===== config.mk =====
export PLATFORM = sky130hd
export DESIGN_NAME = map_table_flat
export DESIGN_NICKNAME = d
export VERILOG_FILES = /design/src/rtl/map_table_pkg.sv /design/src/rtl/map_table_if.sv /design/src/rtl/map_table_entry.sv /design/src/rtl/map_table.sv /design/src/flat_wrapper.sv
export SDC_FILE = /design/constraint.sdc
export NUM_CORES = 1
export LEC_CHECK = 0
export ABC_CLOCK_PERIOD_IN_PS = 2550
export CAP_MARGIN = 25
export CORE_MARGIN = 2
export CORE_UTILIZATION = 45
export DETAILED_ROUTE_END_ITERATION = 6
export PLACE_DENSITY = 0.7
export RECOVER_POWER = 25
export SETUP_SLACK_MARGIN = 0.1
export SKIP_CTS_REPAIR_TIMING = 1
export SYNTH_ARGS = -nofsm -noshare
export SYNTH_HDL_FRONTEND = slang
export SYNTH_SLANG_ARGS = --single-unit
export TNS_END_PERCENT = 10

===== constraint.sdc =====
create_clock -name clock -period 2.55 [get_ports clock]
set_clock_uncertainty 0.15 [all_clocks]
set_input_delay 0.255 -clock clock [delete_from_list [all_inputs] [get_ports clock]]
set_output_delay 0.255 -clock clock [all_outputs]
set_load 0.005 [all_outputs]

===== src/rtl/map_table_pkg.sv =====
// Shared types for the register-renaming map table: ROB/RS packets and the
// per-register entry, plus the source-lookup helper used by both read ports.
package map_table_pkg;
  localparam int ARCH_REGS   = 32;
  localparam int REG_IDX_LEN = $clog2(ARCH_REGS);
  localparam int ROB_IDX_LEN = 5;
  localparam int ROB_SIZE    = 2 ** ROB_IDX_LEN;

  typedef struct packed {
    logic [ROB_IDX_LEN-1:0] rob_tail;
    logic                   squash;
  } rob_mt_packet_t;

  typedef struct packed {
    logic                   mapped;
    logic [ROB_IDX_LEN-1:0] tag;
    logic                   ready;
  } mt_entry_t;

  typedef struct packed {
    logic                   rs1_mapped;
    logic [ROB_IDX_LEN-1:0] rs1_tag;
    logic                   rs1_ready;
    logic                   rs2_mapped;
    logic [ROB_IDX_LEN-1:0] rs2_tag;
    logic                   rs2_ready;
  } mt_rs_packet_t;

  // Ready includes a same-cycle CDB hit so a consumer never misses a broadcast.
  function automatic mt_entry_t src_lookup(mt_entry_t e, logic is_x0, logic cdb_valid,
                                           logic [ROB_IDX_LEN-1:0] cdb_tag);
    mt_entry_t r;
    r = '0;
    if (!is_x0 && e.mapped) begin
      r.mapped = 1'b1;
      r.tag    = e.tag;
      r.ready  = e.ready | (cdb_valid & (cdb_tag == e.tag));
    end
    return r;
  endfunction
endpackage


===== src/rtl/map_table_if.sv =====
// Dispatch / CDB / retire inputs and RS-facing outputs of the map table.
interface map_table_if;
  import map_table_pkg::*;

  rob_mt_packet_t                    rob_mt;
  logic                              dispatch_enable;
  logic [REG_IDX_LEN-1:0]            dest_reg_idx;
  logic [REG_IDX_LEN-1:0]            rs1_idx;
  logic [REG_IDX_LEN-1:0]            rs2_idx;
  logic                              cdb_valid;
  logic [ROB_IDX_LEN-1:0]            cdb_tag;
  logic                              retire_valid;
  logic [REG_IDX_LEN-1:0]            retire_reg_idx;
  logic [ROB_IDX_LEN-1:0]            retire_tag;
  mt_rs_packet_t                     mt_rs;
  mt_entry_t [ARCH_REGS-1:0]         mt_entries;

  modport master (
    output rob_mt, dispatch_enable, dest_reg_idx, rs1_idx, rs2_idx,
           cdb_valid, cdb_tag, retire_valid, retire_reg_idx, retire_tag,
    input  mt_rs, mt_entries
  );

  modport slave (
    input  rob_mt, dispatch_enable, dest_reg_idx, rs1_idx, rs2_idx,
           cdb_valid, cdb_tag, retire_valid, retire_reg_idx, retire_tag,
    output mt_rs, mt_entries
  );
endinterface


===== src/rtl/map_table_entry.sv =====
// One architectural register's mapping. Priority: squash > dispatch > retire > CDB;
// reset is applied in the register itself and overrides everything.
module map_table_entry
  import map_table_pkg::*;
(
  input  logic                   clock,
  input  logic                   reset,
  input  logic                   squash,
  input  logic                   disp_hit,
  input  logic [ROB_IDX_LEN-1:0] disp_tag,
  input  logic                   ret_hit,
  input  logic [ROB_IDX_LEN-1:0] ret_tag,
  input  logic                   cdb_valid,
  input  logic [ROB_IDX_LEN-1:0] cdb_tag,
  output mt_entry_t              entry
);
  mt_entry_t entry_q, entry_d;

  always_comb begin
    entry_d = entry_q;
    if (squash)
      entry_d = '0;
    else if (disp_hit)
      entry_d = '{mapped: 1'b1, tag: disp_tag, ready: 1'b0};
    // A tag mismatch means a younger rename owns the register; keep it.
    else if (ret_hit && entry_q.mapped && entry_q.tag == ret_tag)
      entry_d = '0;
    else if (cdb_valid && entry_q.mapped && entry_q.tag == cdb_tag)
      entry_d.ready = 1'b1;
  end

  always_ff @(posedge clock) begin
    if (reset) entry_q <= '0;
    else       entry_q <= entry_d;
  end

  assign entry = entry_q;
endmodule


===== src/rtl/map_table.sv =====
// Register-renaming map table: one entry per architectural register, with
// two combinational source-lookup ports that forward a same-cycle CDB hit.
module map_table
  import map_table_pkg::*;
(
  input  logic        clock,
  input  logic        reset,
  map_table_if.slave  mt
);
  mt_entry_t [ARCH_REGS-1:0] entries;
  mt_entry_t                 src1, src2;

  for (genvar i = 0; i < ARCH_REGS; i++) begin : g_ent
    localparam logic [REG_IDX_LEN-1:0] IDX = REG_IDX_LEN'(i);
    logic disp_hit, ret_hit;

    // x0 is hard-wired, so it can never be renamed.
    assign disp_hit = mt.dispatch_enable && (mt.dest_reg_idx == IDX) && (i != 0);
    assign ret_hit  = mt.retire_valid && (mt.retire_reg_idx == IDX);

    map_table_entry u_ent (
      .clock     (clock),
      .reset     (reset),
      .squash    (mt.rob_mt.squash),
      .disp_hit  (disp_hit),
      .disp_tag  (mt.rob_mt.rob_tail),
      .ret_hit   (ret_hit),
      .ret_tag   (mt.retire_tag),
      .cdb_valid (mt.cdb_valid),
      .cdb_tag   (mt.cdb_tag),
      .entry     (entries[i])
    );
  end

  always_comb begin
    src1 = src_lookup(entries[mt.rs1_idx], mt.rs1_idx == '0, mt.cdb_valid, mt.cdb_tag);
    src2 = src_lookup(entries[mt.rs2_idx], mt.rs2_idx == '0, mt.cdb_valid, mt.cdb_tag);
  end

  assign mt.mt_rs = '{rs1_mapped: src1.mapped, rs1_tag: src1.tag, rs1_ready: src1.ready,
                      rs2_mapped: src2.mapped, rs2_tag: src2.tag, rs2_ready: src2.ready};
  assign mt.mt_entries = entries;
endmodule


===== src/flat_wrapper.sv =====
// flat-port wrapper written by rule: the top's interface ports become plain ports
module map_table_flat import map_table_pkg::*;
  (clock, reset, mt_rob_mt, mt_dispatch_enable, mt_dest_reg_idx, mt_rs1_idx, mt_rs2_idx, mt_cdb_valid, mt_cdb_tag, mt_retire_valid, mt_retire_reg_idx, mt_retire_tag, mt_mt_rs, mt_mt_entries);
  map_table_if mt_i ();
  input  logic clock;
  input  logic reset;
  input wire logic [$bits(mt_i.rob_mt)-1:0] mt_rob_mt;
  input wire logic [$bits(mt_i.dispatch_enable)-1:0] mt_dispatch_enable;
  input wire logic [$bits(mt_i.dest_reg_idx)-1:0] mt_dest_reg_idx;
  input wire logic [$bits(mt_i.rs1_idx)-1:0] mt_rs1_idx;
  input wire logic [$bits(mt_i.rs2_idx)-1:0] mt_rs2_idx;
  input wire logic [$bits(mt_i.cdb_valid)-1:0] mt_cdb_valid;
  input wire logic [$bits(mt_i.cdb_tag)-1:0] mt_cdb_tag;
  input wire logic [$bits(mt_i.retire_valid)-1:0] mt_retire_valid;
  input wire logic [$bits(mt_i.retire_reg_idx)-1:0] mt_retire_reg_idx;
  input wire logic [$bits(mt_i.retire_tag)-1:0] mt_retire_tag;
  output wire logic [$bits(mt_i.mt_rs)-1:0] mt_mt_rs;
  output wire logic [$bits(mt_i.mt_entries)-1:0] mt_mt_entries;
  assign mt_i.rob_mt = mt_rob_mt;
  assign mt_i.dispatch_enable = mt_dispatch_enable;
  assign mt_i.dest_reg_idx = mt_dest_reg_idx;
  assign mt_i.rs1_idx = mt_rs1_idx;
  assign mt_i.rs2_idx = mt_rs2_idx;
  assign mt_i.cdb_valid = mt_cdb_valid;
  assign mt_i.cdb_tag = mt_cdb_tag;
  assign mt_i.retire_valid = mt_retire_valid;
  assign mt_i.retire_reg_idx = mt_retire_reg_idx;
  assign mt_i.retire_tag = mt_retire_tag;
  assign mt_mt_rs = mt_i.mt_rs;
  assign mt_mt_entries = mt_i.mt_entries;
  map_table u_core (.clock(clock), .reset(reset), .mt(mt_i));
endmodule

==> summary.md <==
| Metric | Value |
|---|---|
| Post-synthesis sequential area ratio | `29.1%` |
| Failing checks | `setup timing` |
| Clock Pin Slew Worst Setup and Hold Paths | `0.06 ns` |
| Crit. Startpoint | `u_core.g_ent[31].u_ent.entry[6]` |
| Peak VDD IR | `0.483 mV` |
| PnR worst setup slack | `-0.763 ns` |
| Flops & latches, synth | `217` |
| Bufs on Longest Clock Path | `3` |
| Placer Congestion | `1.03` |
| Critical Path Sink | `mt_mt_rs[2]` |
| Largest net degree at the start of global routing | `37` |
| Final period utilization | `130%` |
| Crit path DAT | `2.91 ns` |
| Async set-or-reset flop fraction in the synthesized netlist | `0%` |
| Initial core utilization | `45.7%` |
| CTS tree | `done` |
| CP Buf/Inv Count | `3` |
| Reg-to-reg slack, setup | `0.10 ns` |
| Root Buffer | `clkbuf_16` |
| Number of flip-flops in the largest register | `217` |
| Setup TNS | `-9.67 ns` |
| Vias per inst | `6.26` |
| Synthesized area | `14,900 µm²` |
| Leading cell type in the layout, fill and taps excluded | `buf_4` |
| Clk_lat worst skew | `0.55 ns` |
| Die ar. | `34,600 µm²` |
| Hold/Removal Path Class | `input port to flop` |
| Total wire length | `73.4 mm` |
| DRC | `0` |
| Hold WS | `0.196 ns` |
| Crit path required time | `2.14 ns` |
| IO Pins | `279` |
| Critical path cell sequence | `mux4_2 -> mux4_2 -> mux2i_4 -> buf_4 -> nor2_1 -> buf_4 -> clkdlybuf4s50_1` |
| Rel. slew slack | `37.1%` |
| Chip height | `186 µm` |
| Fin util | `67.6%` |
| CTS Buf Count | `26` |
| DR WL/cell | `28.4 µm` |
| Critical path class | `flop to output port` |
| CP startpoint kind | `flop` |
| Yosys cell types | `64` |
| DR vias | `16.2k` |
| Status | `complete, but fails checks` |
| Reg2Reg Depth | `7` |
| FP Rows | `66` |
| EDFF count, synth | `0` |
| DR iter-0 viols | `1,790` |
| Final nets | `2,167` |
| Core Area | `32,600 µm²` |
| Area grow syn2layout | `47.8%` |
| Pwr dens | `393 nW/µm²` |
| Crit path max-delay family | `multiplexers` |
| Hold Vio Cnt, Final | `0` |
| Max Freq | `0.302 GHz` |
| Unrepaired setup endpoints after global routing | `yes` |
| Fraction of layout cells with a size suffix above 1 | `28.7%` |
| Initial antenna violation count | `3` |
| CP Max Fanout | `5` |
| Max-slew violation count | `0` |
| Max incr delay on CP | `0.57 ns` |
| Vias in the first global route | `15.9k` |
| RR Endpoint | `u_core.g_ent[18].u_ent.entry[1]` |
| Max Cap Violations | `0` |
| Antenna Violating Nets Remaining | `0` |
| Overflow after GRT | `0` |
| Static leakage | `9.39 nW` |
| Post-route minimum period | `3.31 ns` |
| H-tree Lvls | `1` |
| Endpoints failing setup | `29` |
| Die Span X | `186 µm` |
| DRT Pass-1 Iters | `5` |
| Syn_area_per_cell | `10.0 µm²` |
| CP Depth | `7` |
| CTS sink count | `217` |
| Pwr Total | `8.67 mW` |
| I/O Buffers | `271` |
| Post-DP HPWL | `55.1 mm` |
| Crit path capture type | `output port` |
| Main synth FF type | `dfxtp_1` |
| Fin cells | `2,587` |
| Mapped Cells | `1,488` |
| Crit-path slowest cell | `mux4_2` |
| # diodes | `0` |
| Post-placement cell count | `2,534` |
| GRT Overall Usage | `41.7%` |
| Most frequent cells in the layout | `buf_4, xor2_1, dfxtp_1, clkdlybuf4s50_1, a22o_1` |
| First-pass GRT wire length | `104 mm` |
| Reg2reg start | `u_core.g_ent[18].u_ent.entry[4]` |
| Synth warnings | `0` |
| Worst slew pin tran | `0.941 ns` |
## tightest hold or removal path, stage by stage
cell and delay [ns]:
buf_2 0.20, xor2_1 0.14, or4_1 0.13, a21oi_1 0.07, nor2_1 0.07
## worst min-delay path by stage
stage / from / to / slack (ns) / cells after the start
global placement: u_core.g_ent[3].u_ent.entry[0] / u_core.g_ent[3].u_ent.entry[0] / 0.42 / 2
global route: mt_retire_tag[1] / u_core.g_ent[12].u_ent.entry[6] / 0.24 / 5
floorplan: mt_rob_mt[2] / u_core.g_ent[4].u_ent.entry[2] / 0.31 / 2
finish: mt_retire_tag[1] / u_core.g_ent[12].u_ent.entry[6] / 0.20 / 5
detailed placement: u_core.g_ent[19].u_ent.entry[0] / u_core.g_ent[19].u_ent.entry[0] / 0.44 / 3
CTS: mt_retire_tag[1] / u_core.g_ent[12].u_ent.entry[6] / 0.19 / 5
## cells by family after synthesis
family                 after synthesis  synth area share [%]
AND/OR/NAND/NOR                    406                  14.5
flip-flops                         217                  29.1
XOR/XNOR                           320                  18.8
multiplexers                       132                  18.0
buffers and inverters              131                  4.58
other                                1                0.0251
AO/OA/AOI/OAI                      281                  15.0
## cells in the mapped netlist (15+ instances only)
cell,n,area share [%]
nor2b_1,52,2.2
mux4_2,73,11
buf_4,21,1.1
or4_1,15,0.76
a22o_1,141,8.3
dfxtp_1,217,29
xnor2_1,77,4.5
buf_1,17,0.43
mux4_1,25,4.4
nor3_1,17,0.57
a21oi_1,39,1.3
nor4_1,41,1.7
nand3_1,26,0.87
nor2_1,96,2.4
buf_2,24,0.81
clkbuf_1,52,1.3
xor2_1,243,14
mux2_2,18,1.4
a41oi_1,31,1.8
nor3b_1,30,1.5
o22ai_1,15,0.63
o21ai_0,15,0.50
nand4_1,31,1.3
nand2_1,63,1.6
## final cells by class
class	instances	area, µm²
fillers	2684	10600
multi-input cells	1146	9950
repair buffers	728	6270
flip-flops and latches	217	4360
clock buffers	37	773
well taps	442	553
clock inverters	10	113
inverters	7	26.3
## power by group
| part | internal [mW] | switching, mW |
|---|---|---|
| sequential | 3.40 | 0.00899 |
| combinational | 0.569 | 0.798 |
| clock | 2.31 | 1.59 |
| total | 6.27 | 2.40 |
## routing by layer
metal	vias to the layer above	track usage [%]	routed length, µm
met5	-	0	41
met4	6	20.4	4220
met3	228	11.6	8430
met2	1134	64.8	32300
met1	7945	53.4	28400
li1	6870	-	-
## per-stage QoR
stage,instance area (µm²),worst slack [ns]
2_1_floorplan,14900,0.0982
3_3_place_gp,21200,-1.03
3_5_place_dp,21200,-1.05
4_1_cts,22100,-1.17
5_1_grt,22000,-0.881
6_report,22000,-0.763
Power figures use the tool's default switching activity.
